<file path="config.mk">
export PLATFORM = sky130hd
export DESIGN_NAME = dmem_arbiter
export DESIGN_NICKNAME = d
export VERILOG_FILES = /design/src/rtl/dmem_arbiter.sv
export SDC_FILE = /design/constraint.sdc
export NUM_CORES = 1
export LEC_CHECK = 0
export ABC_AREA = 1
export CELL_PAD_IN_SITES_DETAIL_PLACEMENT = 1
export CELL_PAD_IN_SITES_GLOBAL_PLACEMENT = 1
export CORE_MARGIN = 2
export CORE_UTILIZATION = 20
export DETAILED_ROUTE_END_ITERATION = 7
export PLACE_DENSITY = 0.73
export SETUP_SLACK_MARGIN = 0.15
export SYNTH_ARGS = -nofsm -noshare
export SYNTH_HDL_FRONTEND = slang
export SYNTH_SLANG_ARGS = --single-unit
</file>
<file path="constraint.sdc">
create_clock -name CLK -period 1.1 [get_ports CLK]
set_clock_uncertainty 0.15 [all_clocks]
set_input_delay 0.22 -clock CLK [delete_from_list [all_inputs] [get_ports CLK]]
set_output_delay 0.22 -clock CLK [all_outputs]
set_load 0.01 [all_outputs]
</file>
<file path="src/rtl/dmem_arbiter.sv">
// dmem_arbiter: shares the single-port data memory between the CPU core
// (C port) and the host/communication interface (H port).
// - Combinational grant with fixed CPU priority.
// - Read data returned two cycles after grant through a {valid, owner}
//   tracking stage followed by the per-port DQ/DV registers.
// - Optional host starvation guard, enabled by defining DMEM_ARB_STARVE_EN.
module dmem_arbiter #(
    parameter int AW       = 16,
    parameter int DW       = 32,
    parameter int MAX_WAIT = 8
) (
    input  logic          CLK,
    input  logic          RSTN,
    input  logic          C_REQ,
    input  logic          C_WE,
    input  logic [AW-1:0] C_A,
    input  logic [DW-1:0] C_DI,
    output logic          C_GNT,
    output logic [DW-1:0] C_DQ,
    output logic          C_DV,
    input  logic          H_REQ,
    input  logic          H_WE,
    input  logic [AW-1:0] H_A,
    input  logic [DW-1:0] H_DI,
    output logic          H_GNT,
    output logic [DW-1:0] H_DQ,
    output logic          H_DV,
    output logic          M_WE,
    output logic [AW-1:0] M_A,
    output logic [DW-1:0] M_DI,
    input  logic [DW-1:0] M_DQ
);

    logic          c_gnt;
    logic          h_gnt;
    logic          h_force;
    logic          s1_vld;
    logic          s1_own;     // 0 = CPU, 1 = host
    logic [DW-1:0] c_dq_q;
    logic [DW-1:0] h_dq_q;
    logic          c_dv_q;
    logic          h_dv_q;

`ifdef DMEM_ARB_STARVE_EN
    localparam logic [7:0] MAX_WAIT_C = 8'(MAX_WAIT);

    logic [7:0] wait_cnt;
    logic       force_q;

    // Count host wait cycles; arm a one-shot host override once the limit is hit.
    always_ff @(posedge CLK or negedge RSTN) begin
        if (!RSTN) begin
            wait_cnt <= 8'd0;
            force_q  <= 1'b0;
        end else if (!H_REQ || h_gnt) begin
            wait_cnt <= 8'd0;
            force_q  <= 1'b0;
        end else if (wait_cnt == MAX_WAIT_C) begin
            wait_cnt <= 8'd0;
            force_q  <= 1'b1;
        end else begin
            wait_cnt <= wait_cnt + 8'd1;
        end
    end

    assign h_force = force_q;
`else
    assign h_force = 1'b0;
`endif

    // Grant: CPU wins contention unless the starvation override is armed.
    always_comb begin
        h_gnt = 1'b0;
        c_gnt = 1'b0;
        if (H_REQ && (!C_REQ || h_force)) begin
            h_gnt = 1'b1;
        end else if (C_REQ) begin
            c_gnt = 1'b1;
        end
    end

    // Memory drive: winner's qualifiers, CPU values parked when idle.
    always_comb begin
        M_WE = (c_gnt & C_WE) | (h_gnt & H_WE);
        M_A  = C_A;
        M_DI = C_DI;
        if (h_gnt) begin
            M_A  = H_A;
            M_DI = H_DI;
        end
    end

    // Track the owner of a read issued this cycle; memory data arrives next cycle.
    always_ff @(posedge CLK or negedge RSTN) begin
        if (!RSTN) begin
            s1_vld <= 1'b0;
            s1_own <= 1'b0;
        end else begin
            s1_vld <= (c_gnt & ~C_WE) | (h_gnt & ~H_WE);
            s1_own <= h_gnt;
        end
    end

    // Capture memory read data into the owning port and pulse its DV.
    always_ff @(posedge CLK or negedge RSTN) begin
        if (!RSTN) begin
            c_dq_q <= '0;
            h_dq_q <= '0;
            c_dv_q <= 1'b0;
            h_dv_q <= 1'b0;
        end else begin
            c_dv_q <= s1_vld & ~s1_own;
            h_dv_q <= s1_vld & s1_own;
            if (s1_vld && !s1_own) begin
                c_dq_q <= M_DQ;
            end
            if (s1_vld && s1_own) begin
                h_dq_q <= M_DQ;
            end
        end
    end

    assign C_GNT = c_gnt;
    assign H_GNT = h_gnt;
    assign C_DQ  = c_dq_q;
    assign H_DQ  = h_dq_q;
    assign C_DV  = c_dv_q;
    assign H_DV  = h_dv_q;

endmodule

</file>
==> metrics, run 1 <==
failing checks setup timing; Async S/R FF share, synth 100%; sequential-to-total area share from yosys stat 50.1%; crit path capture type output pin; initial DRC count around 180; Synth Flop Type dfrtp_1; Clk Latency, worst-skew pair around 0.33 ns; FF+latch count, synth 68; Design Power 0.0106 W; Setup-failing EPs final 182; Post-Layout Inst Area around 8600 um^2; crit path time final 1.41 ns; crit path kind primary input to output pin; Cell Pwr Density approximately 1200 nW/um^2; Slew @ Worst Pin 0.242 ns; largest net degree at the start of global routing 28; Final HPWL DP 13.0 mm; Yosys warnings 0; slew margin rel. 83.8%; Chip Width 134 um; first-pass GRT wire length 31.3 mm; status complete, but fails checks; Non-Filler Instances between 1,000 and 1,500; P&R area growth vs syn 152%; post-synth top area cell dfrtp_1; top post-synthesis cells by area dfrtp_1 (50%), nand2_1 (25%), nand3_1 (17%); row count 47; Yosys top cell area share 50.1%; Root Driver clkbuf_16; Cell variety after synth 10; Pins Over Slew Limit 0; Port-buffer cells 250; DRT antenna net count 0; total wire length 21.9 mm; Filler cells 1,859; maximum clock insertion buffer count 2; Tcrit/Tclk final 128%; Max VDD drop 0.00103 V; placed cells 920; gr usage total a little under a quarter; full die area 18,000 um^2; initial antenna violation count 0; Critical Path RT ~0.73 ns; critical path launch point type primary input; worst hold path class primary input to flip-flop; layout cells sized above 1 about 54%; minimum hold slack 0.113 ns; most common cell in the synthesized netlist nand2_1; Remaining Overflow, GRT 0; Syn Inst Count 457; WP data arrival 1.04 ns; depth of the CTS H-tree 3; Final nets 950; Setup WS pre-CTS -1.11 ns; Post-synth top cells nand2_1 (229), nand3_1 (114), dfrtp_1 (68); max frequency slightly above 0.7 GHz; RePlAce Congestion slightly above 1; DR vias 4,811; crit-path max FO 8; multi-input logic area 2270 um^2; mapped cell area ~3400 um^2; Max Cap Viol 0; RSZ-0062 raised after global routing true; CTS clk-pin slew, worst paths 0.06 ns; DR WL/cell about 21 um; CTS tree built; die span in y between 100 and 150 um; total inserted antenna cells 0; EDFF count, synth 0; clk sink count 68; io pins roughly 250; PnR worst setup slack -0.311 ns; Avg Cell Area, Syn 7.43 um^2; Core Region about 17,000 um^2; final hold violations 0; leakage 4.23 nW; dpl cell area 6540 um^2; vias in the first global route 5,384; 1st-pass router iterations 5; number of CTS-inserted buffers 9; syn_nets 591; Reg area 1700 um^2; vias per inst between 4 and 5; Remaining DRCs 0; initial core utilization between 20% and 30%
[routing by layer]
| layer | global-route usage (%) | part of all wire, % | wire [um] | up-vias |
|---|---|---|---|---|
| met5 | 0 | 0 | 0 | - |
| met4 | 10.1 | 4.2 | 925 | 0 |
| met3 | 7.22 | 7.8 | 1690 | 56 |
| met2 | 43.7 | 53 | 11700 | 236 |
| met1 | 23.0 | 35 | 7570 | 2324 |
| li1 | - | - | - | 2195 |
[worst max-delay path, cell delays in order]
cell	delay [ns]
buf_8	0.11
inv_8	0.06
buf_12	0.13
buf_12	0.12
buf_16	0.13
nand3_2	0.06
nand2_1	0.07
buf_2	0.14
[power by group]
group	internal [W]	switching (W)
combinational	0.00244	0.00203
sequential	0.00297	0.000327
clock	0.00165	0.00113
[cell type report]
type,count,area share [%]
Inverter,7,0.540
Sequential cell,68,19.9
Clock buffer,13,3.03
Timing Repair Buffer,385,46.6
Multi-Input combinational cell,345,26.5
Clock inverter,3,0.248
Tap cell,220,3.21
[path summary, 6_finish.rpt]
| path | startpoint | to | slack, ns | cells after the start |
|---|---|---|---|---|
| max reg2reg | s1_own | C_DQ[29] | -0.30 | 6 |
| max | C_REQ | M_DI[13] | -0.31 | 8 |
| max in group asynchronous | RSTN | s1_own | 0.23 | 3 |
| min | C_REQ | s1_vld | 0.11 | 4 |
| min reg2reg | H_DQ[14] | H_DQ[14] | 0.34 | 2 |
| min in group asynchronous | RSTN | C_DQ[3] | 0.13 | 2 |
[flip-flops by register name (all words and copies together), names as in the netlist]
signal	flops
H_DQ	32
C_DV	1
s1_vld	1
s1_own	1
H_DV	1
C_DQ	32
[per-stage QoR]
stage	setup TNS [ns]	utilization, %
5_1_grt	-38.39	51.7
4_1_cts	-31.84	48.8
6_report	-33.29	51.7
3_3_place_gp	-65.71	39.5
2_1_floorplan	-0.605	-
3_5_place_dp	-69.15	39.5
[cells in the final DEF (no fill, tap or decap)]
cell	count
dfrtp_2	2
inv_8	1
inv_2	1
dfrtp_1	66
dlygate4sd2_1	33
nand2_4	9
inv_6	1
clkbuf_16	9
buf_8	4
buf_12	23
dlygate4sd3_1	1
nand3_2	69
buf_6	60
clkinv_2	1
buf_16	23
nand2_2	69
clkdlybuf4s50_1	96
clkbuf_8	2
nand3_1	29
clkinvlp_4	1
inv_4	1
buf_2	74
dlymetal6s2s_1	1
nand2_1	150
nand3_4	16
clkbuf_1	2
buf_4	70
clkinv_4	2
nand2_8	3
inv_1	2
[repair_timing]
| action | in CTS | in global routing |
|---|---|---|
| setup endpoints to repair | 185 | 183 |
| gates cloned | 24 | 0 |
| pin swaps | 117 | 27 |
| gates resized for setup | 700 | 54 |
| setup buffers | 50 | 30 |
| hold endpoints to repair | 68 | 0 |
| hold buffers | 1 | 0 |
[cell families after synthesis]
family        Yosys count  share of synthesized area [%]
buf+inv                44                           7.44
flops                  68                           50.1
simple gates          345                           42.5
Power figures use the tool's default switching activity.
==> run 2, diff against run 1 <==
Settings changed: SLEW_MARGIN set to 20.
==> results of run 2 <==
Same layout as run 1: the final DEF is identical, and so are final timing and power.
